--- src/rtl/branch_ctrl_pkg.sv ---
// Shared constants and types for the branch/sequencing control unit.
package branch_ctrl_pkg;

    // Instruction field encodings
    localparam logic [2:0] OP_BEQ   = 3'b110;
    localparam logic [2:0] OP_JMP   = 3'b111;
    localparam logic [1:0] SUB_BR   = 2'b00;
    localparam logic [1:0] SUB_HALT = 2'b11;

    // Default target-LUT geometry
    localparam int unsigned LUT_AW_DEF = 4;
    localparam int unsigned LUT_DEPTH  = 2 ** LUT_AW_DEF;

    // Run-protocol states
    typedef enum logic [1:0] {
        IDLE  = 2'd0,
        ARMED = 2'd1,
        RUN   = 2'd2,
        DONE  = 2'd3
    } state_t;

endpackage

--- src/rtl/target_lut.sv ---
// Branch-target register file: synchronous write, asynchronous read, sync clear.
module target_lut
    import branch_ctrl_pkg::*;
#(
    parameter int unsigned A      = 10,
    parameter int unsigned LUT_AW = LUT_AW_DEF
) (
    input  logic              clk,
    input  logic              Reset,
    input  logic              we,
    input  logic [LUT_AW-1:0] waddr,
    input  logic [A-1:0]      wdata,
    input  logic [LUT_AW-1:0] raddr,
    output logic [A-1:0]      rdata
);

    localparam int unsigned Depth = 2 ** LUT_AW;

    logic [A-1:0] mem [Depth];

    // Clear every entry on reset; otherwise accept a write in any state
    always_ff @(posedge clk) begin
        if (Reset) begin
            for (int unsigned i = 0; i < Depth; i++) begin
                mem[i] <= '0;
            end
        end else if (we) begin
            mem[waddr] <= wdata;
        end
    end

    // Read path sees the pre-edge contents, so a same-cycle write is not forwarded
    assign rdata = mem[raddr];

endmodule

--- src/rtl/branch_ctrl.sv ---
// Branch resolution, Start/Done run sequencing and run-cycle counting.
module branch_ctrl
    import branch_ctrl_pkg::*;
#(
    parameter int unsigned A      = 10,
    parameter int unsigned W      = 9,
    parameter int unsigned LUT_AW = LUT_AW_DEF
) (
    input  logic              clk,
    input  logic              Reset,
    input  logic              Start,
    input  logic [W-1:0]      Instr,
    input  logic [A-1:0]      ProgCtr,
    input  logic              zero_flag,
    input  logic              lut_we,
    input  logic [LUT_AW-1:0] lut_waddr,
    input  logic [A-1:0]      lut_wdata,
    output logic              beq_flag,
    output logic              jmp_flag,
    output logic [A-1:0]      Target,
    output logic              Done,
    output logic [15:0]       cycle_cnt
);

    state_t            state;
    logic              done_q;
    logic [15:0]       cnt_q;
    logic [2:0]        op;
    logic [1:0]        sub;
    logic [LUT_AW-1:0] idx;
    logic              is_beq;
    logic              is_jmp;
    logic              is_halt;
    logic              in_run;
    logic [A-1:0]      lut_rdata;

    // PC is observed for debug only; keep it from looking like a dangling input
    logic unused_progctr;
    assign unused_progctr = ^ProgCtr;

    assign op  = Instr[8:6];
    assign sub = Instr[5:4];
    assign idx = Instr[LUT_AW-1:0];

    assign is_beq  = (op == OP_BEQ) && (sub == SUB_BR);
    assign is_jmp  = (op == OP_JMP) && (sub == SUB_BR);
    assign is_halt = (op == OP_JMP) && (sub == SUB_HALT);
    assign in_run  = (state == RUN);

    target_lut #(
        .A      (A),
        .LUT_AW (LUT_AW)
    ) u_target_lut (
        .clk   (clk),
        .Reset (Reset),
        .we    (lut_we),
        .waddr (lut_waddr),
        .wdata (lut_wdata),
        .raddr (idx),
        .rdata (lut_rdata)
    );

    // Run-protocol FSM with registered Done and saturating run-cycle counter
    always_ff @(posedge clk) begin
        if (Reset) begin
            state  <= IDLE;
            done_q <= 1'b0;
            cnt_q  <= '0;
        end else begin
            case (state)
                IDLE: begin
                    if (Start) begin
                        state <= ARMED;
                        cnt_q <= '0;
                    end
                end
                ARMED: begin
                    if (!Start) begin
                        state <= RUN;
                    end
                end
                RUN: begin
                    // Abort wins over a HALT in the same cycle
                    if (Start) begin
                        state <= ARMED;
                        cnt_q <= '0;
                    end else begin
                        if (cnt_q != 16'hFFFF) begin
                            cnt_q <= cnt_q + 16'd1;
                        end
                        if (is_halt) begin
                            state  <= DONE;
                            done_q <= 1'b1;
                        end
                    end
                end
                DONE: begin
                    if (Start) begin
                        state  <= ARMED;
                        done_q <= 1'b0;
                        cnt_q  <= '0;
                    end
                end
                default: begin
                    state  <= IDLE;
                    done_q <= 1'b0;
                end
            endcase
        end
    end

    // Zero-latency PC controls; Target is shown for a BEQ even when not taken
    always_comb begin
        beq_flag = in_run && is_beq && zero_flag;
        jmp_flag = in_run && is_jmp;
        Target   = (in_run && (is_beq || is_jmp)) ? lut_rdata : '0;
    end

    assign Done      = done_q;
    assign cycle_cnt = cnt_q;

endmodule

--- config.mk ---
export PLATFORM = sky130hd
export DESIGN_NAME = branch_ctrl
export DESIGN_NICKNAME = d
export VERILOG_FILES = /design/src/rtl/branch_ctrl_pkg.sv /design/src/rtl/target_lut.sv /design/src/rtl/branch_ctrl.sv
export SDC_FILE = /design/constraint.sdc
export NUM_CORES = 1
export LEC_CHECK = 0
export BUFFER_PORTS_ARGS = -buffer_cell sky130_fd_sc_hd__buf_4
export CORE_MARGIN = 1
export CORE_UTILIZATION = 40
export CTS_CLUSTER_DIAMETER = 30
export DETAILED_ROUTE_END_ITERATION = 12
export GPL_TIMING_DRIVEN = 0
export PLACE_DENSITY = 0.64
export SYNTH_ARGS = -nofsm -noshare
export SYNTH_HDL_FRONTEND = slang
export SYNTH_SLANG_ARGS = --single-unit
--- constraint.sdc ---
create_clock -name clk -period 3.9 [get_ports clk]
set_input_delay 0.78 -clock clk [delete_from_list [all_inputs] [get_ports clk]]
set_output_delay 0.78 -clock clk [all_outputs]
set_load 0.05 [all_outputs]
* Yosys cells after proc, flatten, opt, wreduce, memory -nomap -nowiden
Memory sizes are Yosys's and may differ from the RTL's.
Index checks and enable logic that the tools add are counted.
** Storage, ports and cells
- Output and inout port bits :: 29
- Bits of input ports :: 38
- Memory bits (writable) :: 160
- Bits in registers :: 19
- Memories kept :: 1
** Memory list
- u_target_lut.mem :: depth 16, width 10, read ports 1, clocked after Yosys merged registers in 0, wr ports 16, RTL line target_lut.sv:19 : logic [A-1:0] mem [Depth];
** Cells by class
- Reductions and logical operators :: 17
- Equal/unequal tests :: 14
- Add/sub/neg operators :: 1
- Mux-type cells :: 22
** Operator list (count)
- 2-to-1 mux 16 bit :: 3
- one-hot mux 16 bit (2 select lines) :: 1
- 2-to-1 mux 10 bit :: 2
- adder 16 x 1 -> 16 bit (second input constant) :: 1
- inequality test 16 bit (second input constant) :: 1
- OR reduction 10 bit :: 1
- 2-to-1 mux 1 bit :: 9
- 2-to-1 mux 2 bit :: 4
- inequality test 2 bit (second input constant) :: 4
- logical AND 1 bit :: 7
- == test 2 bit (second input constant) :: 3
- == test 3 bit (second input constant) :: 2
- one-hot mux 2 bit (3 select lines) :: 1
- AND reduction 3 bit :: 2
- zero test 2 bit :: 2
- 2-to-1 mux 4 bit :: 1
- AND reduction 4 bit :: 1
- nonzero test 2 bit :: 2
- inequality test 3 x 2 -> 1 bit (second input constant) :: 1
- inequality test 3 bit (second input constant) :: 1
- == test 2 x 1 -> 1 bit (second input constant) :: 1
- inequality test 2 x 1 -> 1 bit (second input constant) :: 1
- one-hot mux 1 bit (2 select lines) :: 1
- OR reduction 2 bit :: 1
- logical OR 1 bit :: 1

* Depth between registers and ports, before layout
Gate-level depths: netlist of run 1.
- Word-level depth :: 5
- Gate-level depth with buffers :: 7
- Mapped depth without buffers :: 6

* Hierarchy
Synthesis of run 1 repeated with hierarchy kept, for this count alone.
** Second synthesis, totals
- Cells, all modules :: 625
- Area, all modules :: 8598.2 um^2
** Modules (own cells, without submodules)
- target_lut :: instances 1, area an instance 7312.0 um^2, seq. area each 4804.6 um^2, cells each 473
- branch_ctrl :: instances 1, area an instance 1286.2 um^2, seq. area each 380.4 um^2, cells each 152

* Worst setup path after synthesis of run 1
OpenSTA, ideal clock, no wires.
- Path kind :: input to output
- From :: in Instr[1]
- To :: out Target[5]
- Buffers on the path :: 2
- Cell stages on the path :: 5
- Slack :: 0.261 ns
- Arrival :: 2.859 ns
- Data required time :: 3.120 ns
- Path through :: clkbuf_2 clkbuf_1 mux4_2 mux2i_1 a211oi_1
** Between the ends
- Longest elaborated chain between the ends :: 2
** RTL lines
- start, declared :: RTL line branch_ctrl.sv:12 : input logic [W-1:0] Instr,
- memory read (16 x 10 bit)
- 2-to-1 mux 10 bit :: RTL line branch_ctrl.sv:116 : Target = (in_run && (is_beq || is_jmp)) ? lut_rdata : '0;
- end, declared :: RTL line branch_ctrl.sv:20 : output logic [A-1:0] Target,
No other way between the ends.

* Worst setup path in the final report of run 1
Ends and elaborated chain as after synthesis.

==> impl_summary.log, run 1 <==
[metrics] GRT Resource Usage Total: 0.212
[metrics] fraction of final layout cells with drive strength greater than 1: 0.218
[metrics] kind of end point of the critical path: output pin
[metrics] Synthesized Nets: approximately 660
[metrics] clock slew at reported path FFs: 0.06 ns
[metrics] CTS Sinks: roughly 180
[metrics] standby leakage power: 0.00347 uW
[metrics] final weighted congestion in routability-driven placement: 0.899
[metrics] number of CTS-inserted buffers: 17
[metrics] die outline height: approximately 150 um
[metrics] count of TritonRoute iterations in the first routing pass: 5
[metrics] r2r worst-path depth: 7
[metrics] # resized after CTS: 0
[metrics] sink of the worst hold path: Done
[metrics] later-pin clock latency in the skew report: about 0.43 ns
[metrics] proportion of register bits with asynchronous set or reset after synthesis: 0
[metrics] initial standard-cell utilization of the core: 0.414
[metrics] Synth area leaders: edfxtp_1 56%, and2_1 12%, mux4_2 11%
[metrics] ys flop type: edfxtp_1
[metrics] Max Transition Viols Final: 0
[metrics] max cap viols: 0
[metrics] # port buffers: between 50 and 60
[metrics] post-synthesis instance area: about 8500 um2
[metrics] setup slack at placement: around 0.26 ns
[metrics] maximum operating frequency: 276 MHz
[metrics] cell at the root of the clock tree: clkbuf_16
[metrics] Post-layout nets: roughly 740
[metrics] xor-xnor portion of the synthesized cell area: 0
[metrics] family with the most delay on the worst path: buffers and inverters
[metrics] number of remaining DRC errors: 0
[metrics] # diodes: 0
[metrics] register area share after synthesis: 0.610
[metrics] fraction of post-synthesis cell area in the top cell type by area: 0.565
[metrics] run status: completed
[metrics] final HPWL from detailed placement: 15.5 mm
[metrics] Post-CTS Hold Buffers: 0
[metrics] first-pass GRT wire length: between 30 and 40 mm
[metrics] fraction of the mapped netlist area in simple logic gates: 0.184
[metrics] min cycle time layout: 3.62 ns
[metrics] wire length per cell after detailed routing: around 23 um
[metrics] final-layout fill cell count: about 1800
[metrics] register bit total from synthesis: 179
[metrics] endpoint required time on the critical path: 3.12 ns
[metrics] cell depth of the worst hold path: 2
[metrics] drt total wl: approximately 22 mm
[metrics] CORE AREA: around 21000 um2
[metrics] CP max-delay cell: clkbuf_1
[metrics] via count of the routed design: approximately 5500
[metrics] FF-to-FF Start: state[0]
[metrics] chain of cells forming the critical path: clkbuf_2, clkbuf_1, mux4_2, mux2i_1, a211oi_1, buf_4
[metrics] Tcrit/Tclk final: 0.929
[metrics] share of synthesized area spent on multiplexers: 0.119
[metrics] transition time at the pin with the least slew margin: roughly 0.8 ns
[metrics] violation count after the first detailed-routing iteration: just under 500
[metrics] worst flop-to-flop path endpoint: cycle_cnt[3]
[metrics] synthesized area per cell: 13.9 um2
[metrics] post-synth top area cell: edfxtp_1
[metrics] areal power density over the cells: approximately 450 nW/um2
[metrics] deepest clock path buffer count: 2
[metrics] deepest level of the CTS H-tree: 4
[metrics] Final WS setup: 0.278 ns
[metrics] Hold Vio Cnt, Final: 0
[metrics] critical hold path startpoint: Done
[metrics] Worst IR Drop VDD: around 0.31 mV
[metrics] clock tree from TritonCTS: built
[metrics] post-synth cell types: 43
[metrics] worst reg-to-reg setup slack: between 1.5 and 2 ns
[metrics] width of the chip: 148 um
[metrics] data arrival time of the critical path: roughly 2.8 ns
[metrics] Post-Synthesis Cells: 613
[metrics] total power: roughly 4500 uW
[metrics] Max Clock Skew: between 0.006 and 0.007 ns
[metrics] number of buffer and inverter stages on the critical path: 3
[metrics] number of placement rows: 52
[metrics] Post-Place Cell Area: 9350 um2
[metrics] mean number of vias per cell: 5.60
[metrics] RSZ-0062 raised after global routing: no
[metrics] post-layout utilization of the core: 0.482
[metrics] number of top-level pins: 67
[metrics] area growth from synthesis to layout: 16.4%
[metrics] Post-CTS Setup Inserts: 0
[metrics] Yosys warnings: 0
[metrics] count of flip-flops with a built-in enable after synthesis: between 150 and 200
[metrics] Setup crit start kind: primary input
[metrics] maximum fanout encountered on the critical timing path: 10
[metrics] vias in the first global route: 5661
[metrics] total of endpoints with negative setup slack in the final report: 0
[metrics] number of antenna violations at the first check in global routing: 0
[metrics] path type of the worst setup path: in -> out
[metrics] overflow left after global routing: 0
[metrics] worst stage delay on the critical path: between 0.6 and 0.7 ns
[metrics] combinational family with the most area after synthesis: simple AND/OR/NAND/NOR gates
[metrics] compound-cell area share of the yosys netlist: 0.0571
[metrics] adder-cell share of the synthesized area: 0.00736
[metrics] Die Area: between 20000 and 25000 um2
[metrics] largest net degree at the start of global routing: 17
[metrics] setup TNS: 0 ns
[metrics] Hold Path Class: reg -> reg
[metrics] highest-count cells in the layout ignoring fill and taps: 160 x and2_1, 160 x edfxtp_1, 67 x buf_4, 41 x mux4_2, 25 x nor2_1
[metrics] remaining number of nets flagged by the antenna check after routing: 0
[metrics] final cell area excluding filler cells: roughly 10000 um2
[metrics] worst slew margin relative to its limit: 0.469
## report_power, final
group	internal (uW)	leakage [uW]	total, uW	switching (uW)
combinational	235	0.00153	611	376
clock	887	0.000265	1650	761
sequential	2190	0.00168	2230	41.1
total	3310	0.00347	4490	1180
## state kept, by name, indices dropped and copies added, names as in the netlist
signal            cells
u_target_lut.mem    160
cycle_cnt            16
state                 2
Done                  1
## cell type report
cell class	count	area (um2)	share of cell area
tap	270	338	0.0341
multi-input combinational	392	3130	0.316
timing repair buffer	66	503	0.0508
buffer	34	164	0.0166
sequential	179	5180	0.524
inverter	8	30.0	0.00303
clock buffer	18	429	0.0433
clock inverter	13	126	0.0128
## per-layer routing
metal  global-route usage  wire [um]  vias up
li1                     -          -     2472
met5                    0          0        -
met3               0.0528       1770       30
met2                0.346      10600      241
met4               0.0871        645        0
met1                0.270       9100     2744
## synthesized netlist by cell type, types with 4 or more instances
| library cell | count |
|---|---|
| edfxtp_1 | 160 |
| a311oi_1 | 6 |
| nor2b_1 | 13 |
| nor2_1 | 25 |
| nand3_1 | 15 |
| ha_1 | 5 |
| a211oi_1 | 19 |
| nand2b_1 | 7 |
| a21oi_1 | 13 |
| nor3_1 | 8 |
| o21ai_0 | 19 |
| mux4_2 | 41 |
| dfxtp_1 | 19 |
| clkbuf_1 | 23 |
| and2_1 | 160 |
| mux2i_1 | 9 |
| nor4_1 | 4 |
| inv_1 | 8 |
| nand2_1 | 15 |
| or2_2 | 5 |
## cells by family after synthesis
logic type / after synthesis
fa+ha+maj: 5
flops: 179
buf+inv: 42
compound gates: 71
simple gates: 266
mux: 50
## stage by stage
step	hold slack, ns	instances
final	0.522	980
after global routing	0.579	980
after CTS	0.535	980
after detailed placement	0.514	949
after global placement	0.487	937
after floorplan	0.495	613
## worst max path at each step
| stage | startpoint | to | slack (ns) | depth (start not counted) |
|---|---|---|---|---|
| finish | Instr[1] | Target[5] | 0.28 | 6 |
| global route | Instr[1] | Target[5] | 0.20 | 6 |
| CTS | Instr[1] | Target[5] | 0.26 | 6 |
| detailed placement | Instr[1] | Target[5] | 0.26 | 6 |
| global placement | Instr[2] | Target[4] | 0.34 | 7 |
| floorplan | Instr[1] | Target[5] | 0.26 | 5 |
## worst reg2reg max path: cells and delay by family (launching register included)
kind / cells / cell delay [ns]
adder cells (fa/ha/maj): 1 / 0.38
AO/OA/AOI/OAI: 3 / 0.86
buffers and inverters: 2 / 0.28
flip-flops: 1 / 0.39
AND/OR/NAND/NOR: 1 / 0.31
No activity file was read; power rests on OpenSTA's default activity.
==> inputs of run 2 (changes only) <==
PLACE_DENSITY = 0.66   (was 0.64)
clock period = 3.32 ns   (was 3.9 ns; I/O delays follow)
==> impl_summary.log, run 2 (synthesized netlist as in run 1, its figures left out) <==
[metrics] worst slew margin relative to its limit: 0.325 (-0.143)
[metrics] drt total wl: 21.6 mm (-2.3%)
[metrics] cell depth of the worst hold path: 2 (unchanged)
[metrics] GRT Resource Usage Total: 0.208 (-0.00376)
[metrics] setup TNS: 0 ns (unchanged)
[metrics] Post-layout nets: 740 (-0.13%)
[metrics] Max Clock Skew: 0.00792 ns (+0.00154 ns)
[metrics] chain of cells forming the critical path: clkbuf_2, buf_1, mux4_2, mux2i_1, a211oi_2, buf_4
[metrics] width of the chip: 148 um (unchanged)
[metrics] run status: completed
[metrics] largest net degree at the start of global routing: 19 (+2)
[metrics] Hold Path Class: reg -> reg
[metrics] Setup crit start kind: primary input
[metrics] Post-Place Cell Area: 9410 um2 (+0.64%)
[metrics] endpoint required time on the critical path: 2.66 ns (-0.46 ns)
[metrics] overflow left after global routing: 0 (unchanged)
[metrics] wire length per cell after detailed routing: 22.1 um (-2.3%)
[metrics] number of antenna violations at the first check in global routing: 0 (unchanged)
[metrics] standby leakage power: 0.00352 uW (+1.2%)
[metrics] Tcrit/Tclk final: 0.968
[metrics] highest-count cells in the layout ignoring fill and taps: 160 x and2_1, 160 x edfxtp_1, 63 x buf_4, 41 x mux4_2, 25 x nor2_1
[metrics] initial standard-cell utilization of the core: 0.414 (unchanged)
[metrics] Largest register FFs: 160 (unchanged)
[metrics] Worst IR Drop VDD: 0.395 mV (+28%)
[metrics] first-pass GRT wire length: 32.7 mm (-1.3%)
[metrics] final cell area excluding filler cells: 10000 um2 (+1.1%)
[metrics] count of TritonRoute iterations in the first routing pass: 5 (unchanged)
[metrics] Worst Hold Slack: 0.518 ns (-0.00426 ns)
[metrics] later-pin clock latency in the skew report: 0.44 ns (about the same)
[metrics] sink of the worst hold path: Done
[metrics] path type of the worst setup path: in -> out
[metrics] remaining number of nets flagged by the antenna check after routing: 0 (unchanged)
[metrics] Die Area: 21900 um2 (unchanged)
[metrics] clock slew at reported path FFs: 0.07 ns (about the same)
[metrics] Hold Vio Cnt, Final: 0 (unchanged)
[metrics] mean number of vias per cell: 5.58 (-0.40%)
[metrics] final weighted congestion in routability-driven placement: 0.881 (-2.0%)
[metrics] clock tree from TritonCTS: built
[metrics] worst stage delay on the critical path: 0.60 ns (-0.04 ns)
[metrics] data arrival time of the critical path: 2.55 ns (-0.29 ns)
[metrics] final HPWL from detailed placement: 15.5 mm (about the same)
[metrics] min cycle time layout: between 3 and 4 ns
[metrics] die outline height: 148 um (unchanged)
[metrics] FF-to-FF Start: state[0]
[metrics] register with the most flip-flops: u_target_lut.mem
[metrics] CP max-delay cell: buf_1
[metrics] worst flop-to-flop path endpoint: cycle_cnt[3]
[metrics] total of endpoints with negative setup slack in the final report: 0 (unchanged)
[metrics] kind of end point of the critical path: output pin
[metrics] number of top-level pins: 67 (unchanged)
[metrics] number of placement rows: 52 (unchanged)
[metrics] CTS Sinks: 179 (unchanged)
[metrics] critical hold path startpoint: Done
[metrics] RSZ-0062 raised after global routing: no
[metrics] # port buffers: 54 (unchanged)
[metrics] setup slack at placement: 0.0574 ns (-0.198 ns)
[metrics] Max Transition Viols Final: 0 (unchanged)
[metrics] worst reg-to-reg setup slack: 1.03 ns (-0.57 ns)
[metrics] number of CTS-inserted buffers: 17 (unchanged)
[metrics] transition time at the pin with the least slew margin: 1.01 ns (+0.211 ns)
[metrics] deepest clock path buffer count: 2 (unchanged)
[metrics] maximum fanout encountered on the critical timing path: 10 (unchanged)
[metrics] fraction of final layout cells with drive strength greater than 1: 0.239 (+0.0211)
[metrics] via count of the routed design: 5465 (-0.40%)
[metrics] violation count after the first detailed-routing iteration: 571 (+16%)
[metrics] cell at the root of the clock tree: clkbuf_16
[metrics] maximum operating frequency: 311 MHz
[metrics] CORE AREA: 20600 um2 (unchanged)
[metrics] max cap viols: 0 (unchanged)
[metrics] # diodes: 0 (unchanged)
[metrics] Final WS setup: 0.106 ns (-0.172 ns)
[metrics] area growth from synthesis to layout: 17.7%
[metrics] r2r worst-path depth: 7 (unchanged)
[metrics] Post-CTS Setup Inserts: 0 (unchanged)
[metrics] deepest level of the CTS H-tree: 4 (unchanged)
[metrics] number of remaining DRC errors: 0 (unchanged)
[metrics] areal power density over the cells: 536 nW/um2 (+18%)
[metrics] vias in the first global route: 5596 (-1.1%)
## run 2: changes by cell type in the layout (fill, tap and decap cells not counted), sizes merged
cell and delta:
buf -1, clkbuf -1, clkinv +1, clkinvlp -2
inv +3
## run 2: worst max-delay path, delay by kind of cell
family,cells,cell delay (ns)
mux,2,0.64
compound gates,1,0.12
buf+inv,3,1.11
## run 2: power by group
group          switching (uW)  internal [uW]  total, uW
Combinational             431            278        709
Clock                     960           1070       2030
Sequential               47.3           2580       2620
## run 2: layer usage
metal  GRT usage  share of wire
met1       0.264           0.42
met2       0.344           0.49
met3      0.0562          0.070
met4      0.0716          0.019
met5           0              0
## run 2: cell type report
cell class	count	area, um2
Sequential cell	179	5180
Fill cell	1780	10500
Buffer	33	164
Tap cell	270	338
Timing Repair Buffer	66	518
Inverter	8	30.0
Clock buffer	17	425
Clock inverter	15	168
Multi-Input combinational cell	392	3180
## run 2: repair_timing
item | in CTS | in global routing
endpoints found under the setup margin | 3 | 6
endpoints found under the hold margin | 0 | 0
hold buffers | 0 | 0
resized for setup | 1 | 6
## run 2: worst max-delay path by stage
stage	cells past startpoint	startpoint	to	slack, ns
after floorplan	5	Instr[1]	Target[5]	0.38
after global placement	5	Reset	u_target_lut.mem[2][5]	-0.14
after detailed placement	7	Instr[2]	Target[6]	0.06
after CTS	7	Instr[2]	Target[0]	0.06
after global routing	7	state[0]	Target[3]	0.006
final	6	Instr[1]	Target[7]	0.11
## run 2: through the flow
step	util	total power (uW)	std cells
after global placement	0.452	3340	937
after detailed placement	0.458	3380	949
final	0.487	5360	980
after global routing	0.487	5510	980
after CTS	0.486	5370	981
after floorplan	-	3130	613
